`src/rtl/sobel_stream_filter.sv`:
```
// sobel_stream_filter
//   Streaming 3x3 Sobel edge filter. Takes one raster-order grayscale frame
//   over a valid/ready input stream and produces one result per complete
//   window, in raster order, at up to one pixel per cycle.
//   Two line buffers hold the previous two rows. Two column registers plus
//   the incoming column form the 3x3 window.
//
//   Build option SOBEL_MAG_OUT_EN:
//     defined   -> out_pixel_o is the Sobel magnitude, saturated to the pixel
//                  range. threshold_i is ignored.
//     undefined -> out_pixel_o is all-ones when mag < threshold and 0
//                  otherwise, so edges come out dark.
//
// Ports
//   clk_i        clock
//   rst_i        synchronous active-high reset
//   start_i      frame start, rising edge triggers (ignored unless idle)
//   threshold_i  edge threshold, captured on the start edge
//   in_valid_i   input pixel valid
//   in_ready_o   input pixel accepted when valid & ready
//   in_pixel_i   input pixel
//   out_valid_o  result valid, held until out_ready_i
//   out_ready_i  downstream ready
//   out_pixel_o  result pixel
//   out_last_o   flags the final result of the frame
//   busy_o       high while a frame is in progress
//   done_o       one-cycle pulse after the final result handshake
//
// state | meaning
// IDLE  | waiting for a start edge
// RUN   | accepting input pixels
// DRAIN | all pixels accepted, flushing the pipeline to the last result
module sobel_stream_filter #(
   parameter int DATA_WIDTH = 8,
   parameter int IMG_W      = 64,
   parameter int IMG_H      = 64
) (
   input  logic                  clk_i,
   input  logic                  rst_i,
   input  logic                  start_i,
   input  logic [DATA_WIDTH+2:0] threshold_i,
   input  logic                  in_valid_i,
   output logic                  in_ready_o,
   input  logic [DATA_WIDTH-1:0] in_pixel_i,
   output logic                  out_valid_o,
   input  logic                  out_ready_i,
   output logic [DATA_WIDTH-1:0] out_pixel_o,
   output logic                  out_last_o,
   output logic                  busy_o,
   output logic                  done_o
);

   localparam int CW = $clog2(IMG_W);
   localparam int RW = $clog2(IMG_H);
   localparam int GW = DATA_WIDTH + 3;
   localparam logic [DATA_WIDTH-1:0] PIX_MAX = '1;

   typedef enum logic [1:0] {IDLE, RUN, DRAIN} state_t;

   state_t                  state;
   logic                    start_q;
   logic [GW-1:0]           thr_q;
   logic [CW-1:0]           col;
   logic [RW-1:0]           row;
   logic                    busy_q;
   logic                    done_q;

   logic [DATA_WIDTH-1:0]   lb_top [IMG_W];
   logic [DATA_WIDTH-1:0]   lb_mid [IMG_W];
   logic [DATA_WIDTH-1:0]   w0 [3];
   logic [DATA_WIDTH-1:0]   w1 [3];
   logic [DATA_WIDTH-1:0]   win [3][3];

   logic                    start_edge;
   logic                    pipe_en;
   logic                    accept;
   logic                    last_px;
   logic                    win_done;

   logic signed [GW-1:0]    gx_c;
   logic signed [GW-1:0]    gy_c;
   logic signed [GW-1:0]    s1_gx;
   logic signed [GW-1:0]    s1_gy;
   logic                    s1_valid;
   logic                    s1_last;
   logic [GW-1:0]           abs_gx;
   logic [GW-1:0]           abs_gy;
   logic [GW-1:0]           mag;
   logic [DATA_WIDTH-1:0]   pix_c;

   logic                    out_valid_q;
   logic                    out_last_q;
   logic [DATA_WIDTH-1:0]   out_pixel_q;

   function automatic logic signed [GW-1:0] ext(input logic [DATA_WIDTH-1:0] p);
      return $signed({3'b000, p});
   endfunction

   assign start_edge = start_i & ~start_q;
   // Output register free: either empty or being drained this cycle.
   // This also keeps the pipeline moving during DRAIN, when no input is accepted.
   assign pipe_en    = ~out_valid_q | out_ready_i;
   assign in_ready_o = (state == RUN) & pipe_en;
   assign accept     = in_valid_i & in_ready_o;
   assign last_px    = (row == RW'(IMG_H - 1)) && (col == CW'(IMG_W - 1));
   assign win_done   = (row >= RW'(2)) && (col >= CW'(2));

   // Window rows are oldest..newest. Column 2 is the column arriving this cycle.
   always_comb begin
      for (int i = 0; i < 3; i++) begin
         win[i][0] = w0[i];
         win[i][1] = w1[i];
      end
      win[0][2] = lb_top[col];
      win[1][2] = lb_mid[col];
      win[2][2] = in_pixel_i;
   end

   always_comb begin
      gx_c = ext(win[0][2]) - ext(win[0][0])
           + ((ext(win[1][2]) - ext(win[1][0])) <<< 1)
           + ext(win[2][2]) - ext(win[2][0]);
      gy_c = ext(win[2][0]) - ext(win[0][0])
           + ((ext(win[2][1]) - ext(win[0][1])) <<< 1)
           + ext(win[2][2]) - ext(win[0][2]);
   end

   // |g| is at most 4*(2^DATA_WIDTH-1), so the sum still fits in GW bits.
   always_comb begin
      abs_gx = s1_gx[GW-1] ? GW'(-s1_gx) : GW'(s1_gx);
      abs_gy = s1_gy[GW-1] ? GW'(-s1_gy) : GW'(s1_gy);
      mag    = abs_gx + abs_gy;
`ifdef SOBEL_MAG_OUT_EN
      pix_c  = (mag > {3'b000, PIX_MAX}) ? PIX_MAX : mag[DATA_WIDTH-1:0];
`else
      pix_c  = (mag < thr_q) ? PIX_MAX : '0;
`endif
   end

   always_ff @(posedge clk_i) begin
      if (rst_i) begin
         state   <= IDLE;
         start_q <= 1'b0;
         thr_q   <= '0;
         col     <= '0;
         row     <= '0;
         busy_q  <= 1'b0;
         done_q  <= 1'b0;
      end else begin
         start_q <= start_i;
         done_q  <= 1'b0;
         case (state)
            IDLE: begin
               if (start_edge) begin
                  state  <= RUN;
                  busy_q <= 1'b1;
                  thr_q  <= threshold_i;
                  col    <= '0;
                  row    <= '0;
               end
            end
            RUN: begin
               if (accept) begin
                  if (col == CW'(IMG_W - 1)) begin
                     col <= '0;
                     row <= (row == RW'(IMG_H - 1)) ? '0 : row + RW'(1);
                  end else begin
                     col <= col + CW'(1);
                  end
                  if (last_px) state <= DRAIN;
               end
            end
            DRAIN: begin
               if (out_valid_q && out_ready_i && out_last_q) begin
                  state  <= IDLE;
                  busy_q <= 1'b0;
                  done_q <= 1'b1;
               end
            end
            default: begin
               state  <= IDLE;
               busy_q <= 1'b0;
            end
         endcase
      end
   end

   always_ff @(posedge clk_i) begin
      if (rst_i) begin
         for (int i = 0; i < IMG_W; i++) begin
            lb_top[i] <= '0;
            lb_mid[i] <= '0;
         end
         for (int i = 0; i < 3; i++) begin
            w0[i] <= '0;
            w1[i] <= '0;
         end
         s1_gx       <= '0;
         s1_gy       <= '0;
         s1_valid    <= 1'b0;
         s1_last     <= 1'b0;
         out_valid_q <= 1'b0;
         out_last_q  <= 1'b0;
         out_pixel_q <= '0;
      end else begin
         if (accept) begin
            lb_top[col] <= lb_mid[col];
            lb_mid[col] <= in_pixel_i;
            for (int i = 0; i < 3; i++) begin
               w0[i] <= w1[i];
               w1[i] <= win[i][2];
            end
         end
         if (pipe_en) begin
            s1_valid    <= accept & win_done;
            s1_last     <= accept & last_px;
            s1_gx       <= gx_c;
            s1_gy       <= gy_c;
            out_valid_q <= s1_valid;
            out_last_q  <= s1_valid & s1_last;
            out_pixel_q <= s1_valid ? pix_c : '0;
         end
      end
   end

   assign out_valid_o = out_valid_q;
   assign out_last_o  = out_last_q;
   assign out_pixel_o = out_pixel_q;
   assign busy_o      = busy_q;
   assign done_o      = done_q;

endmodule

```
`config.mk`:
```
export PLATFORM = sky130hd
export DESIGN_NAME = sobel_stream_filter
export DESIGN_NICKNAME = d
export VERILOG_FILES = /design/src/rtl/sobel_stream_filter.sv
export SDC_FILE = /design/constraint.sdc
export NUM_CORES = 2
export LEC_CHECK = 0
export ABC_CLOCK_PERIOD_IN_PS = 7650
export CORE_MARGIN = 2
export CORE_UTILIZATION = 30
export CTS_BUF_LIST = sky130_fd_sc_hd__clkbuf_8
export DETAILED_ROUTE_END_ITERATION = 7
export GPL_ROUTABILITY_DRIVEN = 0
export PLACE_DENSITY_LB_ADDON = 0.2
export SLEW_MARGIN = 30
export SYNTH_ARGS = -nofsm -noshare
export SYNTH_HDL_FRONTEND = slang
export SYNTH_SLANG_ARGS = --single-unit
```
`constraint.sdc`:
```
create_clock -name clk_i -period 7.65 [get_ports clk_i]
set_input_delay 1.9125 -clock clk_i [delete_from_list [all_inputs] [get_ports clk_i]]
set_output_delay 1.9125 -clock clk_i [all_outputs]
set_load 0.005 [all_outputs]
```
After elaboration in Yosys (flattened, before gate mapping)
Memory sizes are Yosys's and may differ from the RTL's. A register that Yosys moved wholly into a read port is not among the register bits.
Cells that the tools add are included.
{ "totals": {"regBits": 62, "ram_bits": 1072, "inputBits": 24, "output_inout_bits": 13, "wordCells": 118, "memories": 4} }
{ "classes": {"addsub": 15, "order_cmp": 3, "n_eq_ne": 9, "n_mux": 42, "n_bitwise": 17, "reduce_logical": 14} }
{ "mem_list": {"columns": ["memory", "depth", "width", "rd", "rd_clocked_by_memory_dff", "write_ports", "line_no", "rtl"], "rows": [
  ["lb_mid", 64, 8, 1, 1, 64, "69", "logic [DATA_WIDTH-1:0] lb_mid [IMG_W];"],
  ["lb_top", 64, 8, 1, 1, 64, "68", "logic [DATA_WIDTH-1:0] lb_top [IMG_W];"],
  ["w0", 3, 8, 3, 0, 3, "70", "logic [DATA_WIDTH-1:0] w0 [3];"],
  ["w1", 3, 8, 3, 0, 3, "71", "logic [DATA_WIDTH-1:0] w1 [3];"]
]} }
{ "op_table": {"columns": ["cell", "n"], "rows": [
  ["8-bit two-way mux", 10],
  ["6-bit two-way mux", 12],
  ["8-bit by 8-bit subtractor with 9-bit output", 4],
  ["6-bit case mux with 2 select lines", 2],
  ["11-bit by 9-bit adder with 11-bit output", 2],
  ["9-bit by 10-bit adder with 11-bit output", 2],
  ["11-bit two-way mux", 2],
  ["11-bit negation", 2],
  ["11-bit by 9-bit subtractor with 11-bit output", 2],
  ["8-bit OR reduction", 2],
  ["6-bit by 1-bit adder with 6-bit output (second input constant)", 2],
  ["6-bit equality test (second input constant)", 2],
  ["6-bit by 2-bit >= comparator with 1-bit output (second input constant)", 2],
  ["11-bit adder", 1],
  ["11-bit less-than comparator", 1],
  ["1-bit two-way mux", 10],
  ["2-bit two-way mux", 4],
  ["2-bit != test (second input constant)", 4],
  ["4-bit AND reduction", 2],
  ["1-bit bitwise OR", 7],
  ["1-bit AND", 6],
  ["2-bit case mux with 3 select lines", 1],
  ["3-bit AND reduction", 2],
  ["1-bit logical AND", 4],
  ["9 further kinds", 12]
]} }

Logic depth before layout (Yosys ltp)
{ "depth": {"word_depth": 9, "depth_mapped": 30, "depth_no_buf": 23} }

Worst setup path after synthesis
Ideal clock, no wire load.
{ "synth_path": {"path_type": "reg2reg", "start": "register (tool-made name)", "end": "register s1_gx[10]", "setup_ns": 0.123, "arrival_time_ns": 5.623, "required_time_ns": 7.527, "path_slack_ns": 1.904, "stages_incl_launch_ff": 28, "path_buffers": 4, "synth_period_minus_slack_ns": 5.746, "cell_sequence": "dfxtp_1 > buf_6 > buf_6 > buf_4 > buf_2 > mux4_2 > a22o_1 > a221oi_1 > nand4_1 > nand3_1 > ha_1 > fa_1 > inv_1 > a21o_1 > a21oi_1 > o21bai_1 > a21oi_1 > xnor2_1 > fa_1 > inv_1 > fa_1 > inv_1 > ha_1 > a21oi_1 > o21ai_0 > a2111oi_0 > nor4b_1 > nand3b_1"} }
{ "synth_rtl": {"columns": ["item", "line_no", "rtl"], "rows": [
  ["to (signal assigned)", "217", "s1_gx <= gx_c;"],
  ["to (decl)", "82", "logic signed [GW-1:0] s1_gx;"]
]} }

==> impl_metrics.toml <==
[run_status]
status = "finished, final reports clean"

[floorplanning]
initial_core_util_pct = 30.20
die_w_um = 425.1
rows = 154
die_area_um2 = 180700
core_area_um2 = 176100
die_height_um = 425.1
ioPinCount = 37

[sta]
max_freq_mhz = 140.7
rsz0062_at_grt = "no"
holdWs_ns = 0.4604
hold_viol_final = 0
min_period_over_period_pct = 92.93
slew_headroom_pct = 31.41
drv_slew = 0
worstMarginPinSlew_ns = 1.026
setup_viol = 0
skew_ns = 0.05897
fin_crit_ns = 7.109
setup_tns_ns = 0

[clocking]
cts_root_buf = "clkbuf_8"
cts_buffers = 197
cts.sinks = 1133
clk_latency_ns = 0.95
postCtsSetupBuffers = 0
cts_resized = 0
ctsHtreeMaxLevel = 4
cts_tree = "built"
clkTransAtPathRegs_ns = 0.06
cts_buffer_depth = 3
ctsHoldBuffers = 0

[pwr]
sequentialPowerShare_pct = 47.6
pwr-share-clk_pct = 33.9
power.density_nw_per_um2 = 253.4
vdd_drop_max_mv = 0.1915
pwr-share-comb_pct = 18.5
p_int_uw = 10620
cellLeakagePower_uw = 0.02181
power.switching_uw = 4461
switching_share_pct = 29.58

[synth]
async_flop_share_pct = 0
yosysSeqAreaShare_pct = 62.81
synth_nets = 4241
syn-cell-area_um2 = 53190
syn-mean-instance-area_um2 = 13.00
yosysWarnings = 0
synthCells = 4093
synth_edf_count = 1072
synthFlopType = "edfxtp_1"
yosysUniqueCellTypes = 65
synth_seq_cells = 1133

[global_routing]
grt_pass1_wl_mm = 246.9
overflow = 0
antenna_found_initial = 2
grt_max_degree = 67
grt_pass1_vias = 33980
grtUsageTotal_pct = 18.83

[routing]
met1_length_mm = 74.94
drc = 0
maxUsedRoutingLayer = "met4"
dr_wl_met2_mm = 80.88
wl_per_cell_um = 25.84
antenna_left = 0
first_iter_violations = 3218
drt_wl_total_mm = 170.8
viasPerCell = 5.082
via_count = 33580
routed-wl-met3_mm = 9.898
dr.pass1.iters = 6

[min_path]
hold_path.class = "reg2reg"

[critical_path]
required_ns = 8.46
rrSetupSlack_ns = 0.54
crit_type = "reg2reg"
worstPathArrival_ns = 7.91
endpoint_kind = "flop"
cp-start-kind = "flop"
cp_max_fo = 35

[placed_design]
place_area_um2 = 55960
port_buffers = 36
dp_hpwl_mm = 109.3

[job]
maxCapViolations = 0

[finish]
nNetsFinal = 4259
final_area_um2 = 59520
drive_gt1_share_pct = 14.11
n_fill_cell = 17340
area_delta_synth_final_pct = 11.90
## worst max-delay path, stage by stage (launching register included)
cell and delay (ns):
dfxtp_4 0.84, buf_4 0.53, mux4_2 0.57, a22o_1 0.20, a221oi_1 0.72, a222oi_1 0.32
buf_4 0.26, ha_1 0.34, inv_1 0.07, o21bai_1 0.10, a21oi_1 0.29, xnor2_1 0.13
fa_1 0.49, inv_1 0.05, fa_1 0.47, inv_1 0.05, ha_1 0.32, a21oi_1 0.13
o21ai_0 0.12, a2111oi_0 0.63, nor4b_1 0.12, nand3b_1 0.19
## per-stage QoR
| step | setup slack (ns) | power (µW) | utilization (%) | cells |
|---|---|---|---|---|
| 2_1_floorplan | 1.904 | 9293 | - | 4093 |
| 3_3_place_gp | 0.6076 | 10110 | 31.75 | 6248 |
| 3_5_place_dp | 0.6748 | 10120 | 31.77 | 6249 |
| 4_1_cts | 0.6039 | 15240 | 33.76 | 6602 |
| 5_1_grt | 0.04659 | 15860 | 33.80 | 6607 |
| 6_report | 0.5405 | 15080 | 33.80 | 6608 |
## synth_stat cells (all sizes together), types with 4 or more instances
cell	count	area share, %
a211oi	11	0.16
a21o	12	0.17
a21oi	67	0.63
a221oi	27	0.47
a22o	25	0.41
a22oi	95	1.3
a31oi	7	0.082
a32oi	8	0.13
and2	105	1.2
and3	127	1.5
and3b	4	0.066
buf	127	1.7
clkbuf	224	1.6
dfxtp	61	2.3
edfxtp	1072	61
fa	35	1.3
ha	89	2.1
inv	137	0.97
mux2i	144	2.7
mux4	185	7.9
nand2	217	1.5
nand2b	17	0.20
nand3	71	0.67
nand3b	6	0.085
nand4	14	0.16
nor2	951	6.7
nor2b	28	0.33
nor3	29	0.27
nor3b	6	0.085
nor4b	6	0.099
o21a	4	0.056
o21ai	50	0.47
o21bai	8	0.11
o22ai	9	0.11
o31ai	4	0.056
or2	5	0.059
or3	15	0.18
xnor2	43	0.71
xor2	21	0.35
## metal layers
| metal | GRT usage, % | vias to the layer above |
|---|---|---|
| met3 | 3.351 | 213 |
| met2 | 30.20 | 1084 |
| met4 | 6.099 | 0 |
| li1 | - | 14860 |
| met1 | 25.81 | 17430 |
| met5 | 0 | - |
## cells by family (layout without fill, tap and decap cells)
| logic type | count (synthesis) | after routing | synth area share [%] |
|---|---|---|---|
| AOI/OAI and AO/OA | 345 | 345 | 4.502 |
| xor gates and xnor gates | 64 | 64 | 1.054 |
| buffers and inverters | 488 | 660 | 4.271 |
| other | 0 | 3 | 0 |
| adders and majority gates | 124 | 124 | 3.411 |
| muxes | 331 | 331 | 10.68 |
| and+or+nand+nor | 1608 | 1608 | 13.28 |
| DFF | 1133 | 1133 | 62.81 |
## state kept, by name (all words and copies together), names as in the netlist, named ones only
register and cells:
busy_o 1, lb_mid 512, row 6, out_valid_o 1, out_last_o 1, col 6
state 2, s1_valid 1, s1_gy 11, w0 24, s1_gx 11, thr_q 11
lb_top 512, start_q 1, w1 24, done_o 1, out_pixel_o 1, s1_last 1
## final cells by class
| class | instances | area, µm² | share of cell area, % |
|---|---|---|---|
| Sequential cell | 1133 | 33420 | 56.15 |
| Multi-Input combinational cell | 2472 | 17680 | 29.71 |
| Tap cell | 2340 | 2928 | 4.919 |
| Clock buffer | 199 | 2739 | 4.601 |
| Timing Repair Buffer | 170 | 1468 | 2.466 |
| Clock inverter | 154 | 753.2 | 1.265 |
| Inverter | 137 | 521.8 | 0.8765 |
| Antenna cell | 3 | 7.507 | 0.01261 |
## worst paths after layout
check / start / endpoint / depth (start not counted)
worst max-delay path: flop / s1_gx[10] / 21
worst min-delay path: thr_q[9] / thr_q[9] / 2
worst max register to register: flop / s1_gx[10] / 21
worst min register to register: thr_q[9] / thr_q[9] / 2
## power groups by stage
stage	sequential, µW	combinational [µW]	clock [µW]
4_1_cts	7180	2840	5230
3_3_place_gp	7300	2810	0
5_1_grt	7200	3160	5500
6_report	7170	2790	5120
2_1_floorplan	7230	2060	0
3_5_place_dp	7300	2820	0
## cells in the final DEF, fill, tap and decap left out, drive strengths merged, types with 32 or more instances in the layout
master / count
mux4: 185
buf: 138
nor2: 951
edfxtp: 1072
fa: 35
and3: 127
a21oi: 67
mux2i: 144
ha: 89
nand3: 71
dfxtp: 61
clkbuf: 199
inv: 207
clkinv: 79
clkdlybuf4s50: 32
xnor2: 43
a22oi: 95
nand2: 217
o21ai: 50
and2: 105
(Power assumes the default switching activity.)
